[config.mk]
export PLATFORM = sky130hd
export DESIGN_NAME = pipe_stage_elastic
export DESIGN_NICKNAME = d
export VERILOG_FILES = /design/src/rtl/pipe_stage_elastic.sv
export SDC_FILE = /design/constraint.sdc
export NUM_CORES = 1
export LEC_CHECK = 0
export ABC_AREA = 0
export CORE_MARGIN = 2
export CORE_UTILIZATION = 35
export DETAILED_ROUTE_END_ITERATION = 6
export HOLD_SLACK_MARGIN = 0.12
export SYNTH_ARGS = -nofsm -noshare
export SYNTH_HDL_FRONTEND = slang
export SYNTH_SLANG_ARGS = --single-unit
export TNS_END_PERCENT = 5
[constraint.sdc]
create_clock -name clk -period 3.38 [get_ports clk]
set_input_delay 0.845 -clock clk [delete_from_list [all_inputs] [get_ports clk]]
set_output_delay 0.845 -clock clk [all_outputs]
set_load 0.02 [all_outputs]
[src/rtl/pipe_stage_elastic.sv]
// Elastic valid/ready pipeline stage: 2-entry skid buffer (registered in_ready) or 1-entry stage.
// Latency 1 cycle accept->out_valid; flush discards held entries; stall_count saturates.
`timescale 1ns/1ps
module pipe_stage_elastic #(
  parameter int                    DATA_WIDTH  = 32,
  parameter int                    SKID        = 1,
  parameter logic [DATA_WIDTH-1:0] FLUSH_VALUE = '0,
  parameter int                    COUNT_WIDTH = 16
) (
  input  logic                   clk,
  input  logic                   rst,
  input  logic                   flush,
  input  logic                   in_valid,
  input  logic [DATA_WIDTH-1:0]  in_data,
  output logic                   in_ready,
  output logic                   out_valid,
  output logic [DATA_WIDTH-1:0]  out_data,
  input  logic                   out_ready,
  output logic [COUNT_WIDTH-1:0] stall_count
);

  typedef enum logic [1:0] {
    EMPTY = 2'd0,
    BUSY  = 2'd1,
    FULL  = 2'd2
  } state_e;

  state_e                 state_q, state_d;
  logic [DATA_WIDTH-1:0]  main_q, main_d;
  logic [DATA_WIDTH-1:0]  skid_q, skid_d;
  logic [COUNT_WIDTH-1:0] stall_q;
  logic                   accept;
  logic                   consume;

  always_ff @(posedge clk or posedge rst) begin
    if (rst) begin
      state_q <= EMPTY;
      main_q  <= '0;
      skid_q  <= '0;
      stall_q <= '0;
    end else begin
      state_q <= state_d;
      main_q  <= main_d;
      skid_q  <= skid_d;
      if (out_valid && !out_ready && (stall_q != {COUNT_WIDTH{1'b1}})) begin
        stall_q <= stall_q + 1'b1;
      end
    end
  end

  always_comb begin
    out_valid = (state_q != EMPTY);
    // SKID=0 passes out_ready straight through so the single entry can refill while draining
    if (SKID != 0) begin
      in_ready = (state_q != FULL);
    end else begin
      in_ready = !out_valid || out_ready;
    end
    accept  = in_valid && in_ready;
    consume = out_valid && out_ready;
  end

  always_comb begin
    state_d = state_q;
    main_d  = main_q;
    skid_d  = skid_q;
    if (flush) begin
      state_d = EMPTY;
      main_d  = FLUSH_VALUE;
      skid_d  = '0;
    end else begin
      unique case (state_q)
        EMPTY: begin
          if (accept) begin
            state_d = BUSY;
            main_d  = in_data;
          end
        end
        BUSY: begin
          if (accept && consume) begin
            main_d = in_data;
          end else if (accept && (SKID != 0)) begin
            state_d = FULL;
            skid_d  = in_data;
          end else if (consume) begin
            state_d = EMPTY;
          end
        end
        FULL: begin
          if (consume) begin
            state_d = BUSY;
            main_d  = skid_q;
          end
        end
        default: state_d = EMPTY;
      endcase
    end
  end

  assign out_data    = main_q;
  assign stall_count = stall_q;

endmodule
==> summary.md, run 1 <==
| Metric | Value |
|---|---|
| Final Hold Vio Count | 0 |
| Tightest Pin Transition | 0.752 ns |
| CTS clock-pin slew for the worst setup and hold paths | 0.08 ns |
| Die ar. | 11700 sq um |
| Post-CTS sizing | 0 |
| Post-synth top area cell | dfrtp_1 |
| Post-DP HPWL | 5600 um |
| Fin util | 0.480 |
| Logic pwr share | 0.199 |
| Fraction of registers with async set/reset | 1.00 |
| Worst Hold Path EP | out_data[4]$_DFFE_PP0P_ |
| Io pins | 87 |
| Vias after detailed routing | 2908 |
| Synthesized area per cell | 10.1 sq um |
| Internal Power | 1.71 mW |
| Pwr Total | 2.37 mW |
| Total GRT Usage | 0.155 |
| Ys Warns | 0 |
| RSZ-0062 raised after global routing | no |
| Worst skew pair latency | 0.35 ns |
| Maximum vdd drop | 0.000163 V |
| Post-synth EDFFs | 0 |
| Final #Nets | 492 |
| Antenna viol nets, final | 0 |
| Mapped cell area | 3780 sq um |
| Max_cap viols | 0 |
| Synth cell types | 34 |
| Via/cell ratio | 4.89 |
| Layout Skew | 0.00975 ns |
| Slowest cell delay on critical path | 0.54 ns |
| Final hold slack | 0.480 ns |
| Drt first pass iters | 4 |
| Min-delay worst type | flip-flop to flip-flop |
| Dpl ws | 0.819 ns |
| Area grow syn2layout | 32.2% |
| Most common cell in the netlist | nand2_1 |
| Critical Path Slowest Stage Cell | clkdlybuf4s50_1 |
| Post-synthesis register bit count | 82 |
| Initial DRC count | 81 |
| Die X | 108 um |
| FF-to-FF End | stall_count[1]$_DFFE_PP0P_ |
| Initial antenna violation count | 0 |
| Highest Clock Rate | 0.389 GHz |
| Worst Hold Depth | 2 |
| Yosys top cell area share | 0.543 |
| RePlAce Congestion | 0.807 |
| Clk pwr share | 0.328 |
| Clk sink count | 82 |
| Antenna cells | 0 |
| WP data arrival | 1.72 ns |
| Synthesized netlist cell count | 373 |
| Post-CTS Setup Bufs | 0 |
| Top_reg_cell synth | dfrtp_1 |
| CTS Buf Count | 9 |
| Setup-failing EPs final | 0 |
| WS Path Type | flip-flop to output port |
| P_sw | 0.658 mW |
| Sequential share of the synthesized area | 0.543 |
| Vias in the first global route | 2793 |
| Final WL | 8500 um |
| Final worst setup slack | 0.811 ns |
| Crit share post-route | 0.760 |
| Status | completed |
| Worst path required time | 2.53 ns |
| DR WL/cell | 14.3 um |
| Layout cells sized above 1 | 0.0828 |
| Synthesized Nets | 411 |
| FF-to-FF Start | stall_count[0]$_DFFE_PP0P_ |
| Setup TNS | 0 ns |
| Worst reg2reg setup slack | 1.54 ns |
| Core area | 10400 sq um |
| Port Buffers | 86 |
| Starting Density | 0.363 |
| Die span in y | 108 um |
| Kind of end point of the critical path | output port |
| Slew Viols, Final | 0 |
| CTS hold repair buffers | 0 |
| Min-delay src | out_data[4]$_DFFE_PP0P_ |
| Final min period | 2.57 ns |
| GRT overflow | 0 |
| Root Driver | clkbuf_8 |
| Cell area power density | 474 nW/um^2 |
| Crit path cell chain | or2_2, clkdlybuf4s50_1 |
| Critical Path Fanout Max | 7 |
| Num rows | 37 |
| First-pass GRT wire length | 14100 um |
| Synth area leaders | dfrtp_1 54%, nand2_1 10%, mux2i_1 8.5%, o31ai_1 6.4%, a21oi_1 4.8% |
| Clk buf depth | 2 |
| CTS HTree Levels | 3 |
| Switching Share | 0.277 |
| Largest net degree at the start of global routing | 67 |
| CP Launch Type | flip-flop |
| FILL cells | 986 |
| Reg2Reg Depth | 5 |
| Pleak | 2.31 nW |
| Synth cell count leaders | 103 x nand2_1, 82 x dfrtp_1, 36 x a21oi_1 |
| Slew margin rel. | 0.498 |
| TritonCTS clock tree | done |
| Seq pwr share | 0.473 |
| DRC viols | 0 |
[per-stage QoR]
| stage | area [sq um] | std cells |
|---|---|---|
| floorplan | 3780 | 373 |
| global placement | 4780 | 579 |
| detailed placement | 4780 | 579 |
| CTS | 5000 | 595 |
| global route | 5000 | 595 |
| finish | 5000 | 595 |
[cell type report]
type,instances,area (sq um),area share
Clock inverter,5,77.6,0.0155
Inverter,4,16.3,0.00325
Timing Repair Buffer,95,936,0.187
Clock buffer,11,141,0.0283
Sequential cell,82,2050,0.410
Tap cell,136,170,0.0340
Multi-Input combinational cell,262,1610,0.321
[critical path: cells and delay by family, from the launching register on]
kind | cells | cell delay (ns)
flip-flops | 1 | 0.48
buffers and inverters | 1 | 0.54
AND/OR/NAND/NOR | 1 | 0.36
[flip-flops by register name, summed over array words and instances, names as in the netlist]
| name | flops |
|---|---|
| state_q | 2 |
| stall_count | 16 |
| skid_q | 32 |
| out_data | 32 |
[worst max path at each step]
stage          cells after the start                        to                    from  slack [ns]
5_1_grt                            2                 out_valid  state_q[1]$_DFFE_PP0P_        0.75
2_1_floorplan                      1   out_data[0]$_DFFE_PP0P_                     rst        0.43
4_1_cts                            2                 out_valid  state_q[1]$_DFFE_PP0P_        0.79
3_5_place_dp                       5  out_data[20]$_DFFE_PP0P_               out_ready        0.82
6_report                           2                 out_valid  state_q[1]$_DFFE_PP0P_        0.81
3_3_place_gp                       5  out_data[17]$_DFFE_PP0P_               out_ready        0.85
[layout by cell type, fill, tap and decap left out, types with 2 or more instances in the layout]
cell type / instances
a211oi_1: 4
nor2_1: 3
nand4_1: 5
bufinv_16: 2
buf_4: 8
nand3_1: 3
inv_1: 3
nor2b_1: 2
o31ai_1: 32
or2_2: 2
and2_1: 2
nand2b_1: 3
mux2i_1: 32
xor2_1: 13
nor3_1: 4
dfrtp_1: 82
nand2_1: 103
clkinv_2: 3
clkbuf_8: 10
clkdlybuf4s50_1: 85
nor4_1: 2
a21oi_1: 36
[per-layer routing]
layer | GRT usage | up-vias | routed length [um]
li1 | - | 1448 | -
met3 | 0.0338 | 12 | 368
met1 | 0.209 | 1394 | 4120
met2 | 0.243 | 54 | 3880
met5 | 0 | - | 0
met4 | 0.0604 | 0 | 133
[cell families (layout without fill, tap and decap cells)]
logic type,after synthesis,count (layout),synth area share
mux,34,34,0.0917
simple gates,135,135,0.159
fa+ha+maj,1,1,0.00331
xor+xnor,14,14,0.0324
flops,82,82,0.543
buf+inv,29,115,0.0337
compound gates,78,78,0.137
[power by group through the flow]
| stage | Combinational (mW) | Sequential [mW] | Clock, mW |
|---|---|---|---|
| floorplan | 0.175 | 1.21 | 0 |
| finish | 0.472 | 1.12 | 0.777 |
| global route | 0.513 | 1.13 | 0.844 |
| global placement | 0.475 | 1.14 | 0 |
| detailed placement | 0.478 | 1.14 | 0 |
| CTS | 0.480 | 1.12 | 0.808 |
Note: power is estimated with default switching activity, not from simulation.
==> inputs of run 2 (changes only) <==
- clock period: 3.38 -> 2.1 ns (I/O delays scaled with it)
==> summary.md, run 2 (synthesized netlist as in run 1, its figures left out) <==
| Metric | Value |
|---|---|
| Cell area power density | 728 nW/um^2 (+53%) |
| GRT overflow | 0 (unchanged) |
| TritonCTS clock tree | done |
| Port Buffers | 86 (unchanged) |
| Area of the multi-input gates | 1610 sq um (unchanged) |
| Min-delay src | out_data[5]$_DFFE_PP0P_ |
| Setup TNS | 0 ns (unchanged) |
| Layout cells sized above 1 | 0.0966 (+0.0138) |
| Layout Skew | 0.0113 ns (+0.00152 ns) |
| Num rows | 37 (unchanged) |
| Pleak | 2.35 nW (+1.6%) |
| Io pins | 87 (unchanged) |
| Final min period | 1.95 ns |
| Drt first pass iters | 4 (unchanged) |
| CTS Buf Count | 9 (unchanged) |
| CTS clock-pin slew for the worst setup and hold paths | 0.08 ns (about the same) |
| Finished Cell Area | 5080 sq um (+1.6%) |
| Slew margin rel. | 0.609 (+0.112) |
| DR WL/cell | 14.2 um (-0.67%) |
| Reg2Reg Depth | 5 (unchanged) |
| Most frequent cells in the layout | 103 x nand2_1, 83 x clkdlybuf4s50_1, 81 x dfrtp_1, 36 x a21oi_1 |
| Leading cell type in the layout, fill and taps excluded | nand2_1 |
| Setup-failing EPs final | 0 (unchanged) |
| Vias in the first global route | 2848 (+2.0%) |
| Worst path required time | 1.57 ns (-0.96 ns) |
| Via/cell ratio | 4.86 (-0.52%) |
| Die span in y | 108 um (unchanged) |
| FILL cells | 1006 (+2.0%) |
| Post-CTS Setup Bufs | 0 (unchanged) |
| First-pass GRT wire length | 14100 um (+0.34%) |
| Crit share post-route | 0.930 |
| FF-to-FF Start | stall_count[0]$_DFFE_PP0P_ |
| Root Driver | clkbuf_8 |
| Initial DRC count | 102 (+26%) |
| Worst reg2reg setup slack | 0.40 ns (-1.14 ns) |
| Starting Density | 0.363 (unchanged) |
| CP Launch Point | state_q[0]$_DFFE_PP0P_ |
| RSZ-0062 raised after global routing | no |
| CP Launch Type | flip-flop |
| Slew Viols, Final | 0 (unchanged) |
| Status | completed |
| Min-delay worst type | flip-flop to flip-flop |
| Fin util | 0.487 (+0.00745) |
| Vias after detailed routing | 2927 (+0.65%) |
| Initial antenna violation count | 0 (unchanged) |
| Tightest Pin Transition | 0.586 ns (-0.166 ns) |
| Core area | 10400 sq um (unchanged) |
| Final WL | 8540 um (+0.49%) |
| Kind of end point of the critical path | output port |
| Highest Clock Rate | 0.512 GHz |
| Antenna viol nets, final | 0 (unchanged) |
| Critical Path Fanout Max | 7 (unchanged) |
| Post-DP HPWL | 5620 um (+0.45%) |
| Largest net degree at the start of global routing | 83 (+24%) |
| Maximum vdd drop | 0.000269 V (+65%) |
| CTS hold repair buffers | 0 (unchanged) |
| RePlAce Congestion | 0.813 (+0.78%) |
| Final hold slack | 0.480 ns (+0.0000820 ns) |
| WP data arrival | 1.43 ns (-0.29 ns) |
| Antenna cells | 0 (unchanged) |
| FF+latch area | 2050 sq um (about the same) |
| Area grow syn2layout | 34.3% |
| WS Path Type | flip-flop to output port |
| CTS HTree Levels | 3 (unchanged) |
| Post-Place Cell Area | 4890 sq um (+2.4%) |
| Clk sink count | 82 (unchanged) |
| Worst skew pair latency | 0.34 ns (about the same) |
| Die ar. | 11700 sq um (unchanged) |
| Final Hold Vio Count | 0 (unchanged) |
| Pwr Total | 3.70 mW (+56%) |
| Max_cap viols | 0 (unchanged) |
| FF-to-FF End | stall_count[1]$_DFFE_PP0P_ |
| Total GRT Usage | 0.154 (about the same) |
| DRC viols | 0 (unchanged) |
| Setup crit end | out_valid |
| Final #Nets | 500 (+1.6%) |
| Post-CTS sizing | 3 (+3) |
| Die X | 108 um (unchanged) |
| Clk buf depth | 2 (unchanged) |
==> run 2: worst min-delay path by stage <==
stage	slack (ns)	end	depth (start not counted)
floorplan	0.50	skid_q[0]$_DFFE_PP0P_	2
global placement	0.47	out_data[13]$_DFFE_PP0P_	2
detailed placement	0.47	out_data[13]$_DFFE_PP0P_	2
finish	0.48	out_data[5]$_DFFE_PP0P_	2
global route	0.51	out_data[13]$_DFFE_PP0P_	2
CTS	0.48	out_data[13]$_DFFE_PP0P_	2
==> run 2: power breakdown <==
| group | internal [mW] | switching [mW] |
|---|---|---|
| logic | 0.381 | 0.404 |
| registers | 1.70 | 0.106 |
| clock network | 0.573 | 0.533 |
| total | 2.65 | 1.04 |
==> run 2: through the flow <==
step	setup WS, ns	std cells
after global placement	0.0155	587
after floorplan	0.313	373
after CTS	0.123	602
after global routing	0.0850	602
after detailed placement	-0.00962	587
final	0.148	602
==> run 2: cell type report <==
| class | count | area share |
|---|---|---|
| multi-input combinational | 262 | 0.316 |
| timing repair buffer | 103 | 0.206 |
| clock inverter | 3 | 0.00789 |
| tap | 136 | 0.0335 |
| sequential | 82 | 0.404 |
| inverter | 4 | 0.00370 |
| clock buffer | 12 | 0.0286 |
==> run 2: layer usage <==
metal / GRT usage / up-vias / share of wire
met5: 0 / - / 0
met1: 0.210 / 1389 / 0.47
met3: 0.0295 / 8 / 0.048
met4: 0.0577 / 0 / 0.013
met2: 0.246 / 65 / 0.47
li1: - / 1465 / -
==> run 2: worst max-delay path, stage by stage (launching register included) <==
cell and delay (ns):
dfrtp_2 0.45, or2_2 0.31, dlygate4sd2_1 0.33
==> inputs of run 3 (changes only) <==
- CORE_UTILIZATION: 35 -> 37
- DONT_BUFFER_PORTS: default -> 1
==> summary.md, run 3 (synthesized netlist as in run 1, its figures left out) <==
| Metric | Value |
|---|---|
| WS Path Type | flip-flop to flip-flop |
| Post-CTS Setup Bufs | 0 (unchanged) |
| Met3 GRT Util | 0.0586 (+0.0291) |
| Area grow syn2layout | 12.8% |
| Via/cell ratio | 5.14 (+5.7%) |
| Critical Path Fanout Max | 9 (+2) |
| Cell area power density | 884 nW/um^2 (+21%) |
| Placed Cells | 502 (-14%) |
| Setup-failing EPs final | 0 (unchanged) |
| Logic pwr share | 0.133 (-0.080) |
| WP data arrival | 2.08 ns (+0.65 ns) |
| P_sw | 1.03 mW (-1.4%) |
| CTS hold repair buffers | 0 (unchanged) |
| Die X | 105 um (-2.6%) |
| Seq pwr share | 0.490 (+0.002) |
| GRT Max-Usage Layer | met2 |
| Layout cells sized above 1 | 0.130 (+0.0333) |
| Die ar. | 11000 sq um (-5.2%) |
| GRT overflow | 0 (unchanged) |
| Final WL | 8500 um (-0.41%) |
| Max_cap viols | 0 (unchanged) |
| Setup TNS | 0 ns (unchanged) |
| Status | completed |
| Clk sink count | 82 (unchanged) |
| Internal Power | 2.74 mW (+3.3%) |
| RePlAce Congestion | 0.812 (-0.14%) |
| Io pins | 87 (unchanged) |
| Kind of end point of the critical path | flip-flop |
| Slew Viols, Final | 0 (unchanged) |
| Starting Density | 0.383 (+0.0203) |
| Most frequent cells in the layout | 103 x nand2_1, 82 x dfrtp_1, 36 x a21oi_1, 32 x mux2i_1, 32 x o31ai_1 |
| Initial antenna violation count | 0 (unchanged) |
| Antenna viol nets, final | 0 (unchanged) |
| Num rows | 36 (-2.7%) |
| Pleak | 2.06 nW (-12%) |
| Final min period | 1.84 ns (-0.115 ns) |
| Post-CTS sizing | 0 (-3) |
| Initial DRC count | 107 (+4.9%) |
| Drt first pass iters | 4 (unchanged) |
| Slew margin rel. | 0.606 (-0.00364) |
| Clk pwr share | 0.377 (+0.078) |
| Maximum vdd drop | 0.000354 V (+32%) |
| Core area | 9860 sq um (-5.3%) |
| TritonCTS clock tree | done |
| Final non-filler cell total | 518 (-14%) |
| Layout Skew | 0.00607 ns (-0.00520 ns) |
| GR Util met1 | 0.201 (-0.00842) |
| Total GRT Usage | 0.164 (+0.00999) |
| M2 GR Usage | 0.266 (+0.0196) |
| DR WL/cell | 16.4 um (+16%) |
| Vias after detailed routing | 2662 (-9.1%) |
| Tightest Pin Transition | 0.591 ns (+0.00545 ns) |
| Post-DP HPWL | 5660 um (+0.70%) |
| Leading cell type in the layout, fill and taps excluded | nand2_1 |
| CTS Buf Count | 9 (unchanged) |
| CTS HTree Levels | 3 (unchanged) |
| First-pass GRT wire length | 14300 um (+1.1%) |
| FILL cells | 932 (-7.4%) |
| Final hold slack | 0.182 ns (-0.299 ns) |
| RSZ-0062 raised after global routing | no |
| Final #Nets | 418 (-16%) |
| Die span in y | 105 um (-2.6%) |
| Crit share post-route | 0.875 (-0.0546) |
| Largest net degree at the start of global routing | 68 (-18%) |
| Min-delay worst type | primary input to async pin |
| Root Driver | clkbuf_8 |
| Worst path required time | 2.34 ns (+0.77 ns) |
| Clk buf depth | 2 (unchanged) |
| Worst skew pair latency | 0.35 ns (about the same) |
| Fin util | 0.432 (-0.0551) |
| DRC viols | 0 (unchanged) |
| Vias in the first global route | 2741 (-3.8%) |
| Antenna cells | 0 (unchanged) |
| Switching Share | 0.273 (-0.00944) |
| Port Buffers | 0 (-100%) |
| CTS clock-pin slew for the worst setup and hold paths | 0.08 ns (about the same) |
| CP Launch Type | flip-flop |
| Highest Clock Rate | 0.544 GHz (+6.2%) |
| Final Hold Vio Count | 0 (unchanged) |
==> run 3: critical path, stage by stage, from the launching register on <==
cell	delay [ns]
dfrtp_1	0.51
nand4_2	0.21
nor4b_4	0.55
a21oi_2	0.15
mux2_4	0.31
==> run 3: cell type report <==
cell class | count | area (sq um) | share of cell area
Sequential cell | 82 | 2050 | 0.481
Multi-Input combinational cell | 262 | 1610 | 0.377
Timing Repair Buffer | 21 | 170 | 0.0399
Tap cell | 133 | 166 | 0.0390
Clock buffer | 11 | 151 | 0.0355
Clock inverter | 5 | 100 | 0.0235
Inverter | 4 | 18.8 | 0.00440
==> run 3: metal layers <==
layer / routed length, um / part of all wire
met4: 121 / 0.014
met5: 0 / 0
met3: 566 / 0.067
met1: 3760 / 0.44
met2: 4060 / 0.48
==> run 3: final timing paths <==
path	start	end	slack (ns)	cells after the start
min in group clk	flush	skid_q[1]$_DFFE_PP0P_	0.23	1
max	stall_count[11]$_DFFE_PP0P_	stall_count[1]$_DFFE_PP0P_	0.26	4
min	rst	out_data[25]$_DFFE_PP0P_	0.18	2
max in group asynchronous	rst	skid_q[0]$_DFFE_PP0P_	1.47	2
min reg2reg	skid_q[15]$_DFFE_PP0P_	skid_q[15]$_DFFE_PP0P_	0.52	2
max reg2reg	stall_count[11]$_DFFE_PP0P_	stall_count[1]$_DFFE_PP0P_	0.26	4
==> run 3: power groups by stage <==
stage	Clock, mW	Sequential, mW	Combinational, mW
2_1_floorplan	0	1.94	0.281
3_3_place_gp	0	1.87	0.504
3_5_place_dp	0	1.88	0.514
4_1_cts	1.46	1.85	0.514
5_1_grt	1.53	1.86	0.558
6_report	1.42	1.85	0.501
==> run 3: per-stage QoR <==
stage               area, sq um  setup slack [ns]  power, mW
CTS                        4270             0.242       3.83
finish                     4270             0.262       3.77
global route               4270             0.116       3.95
floorplan                  3780             0.313       2.23
global placement           4010             0.318       2.38
detailed placement         4010             0.258       2.39
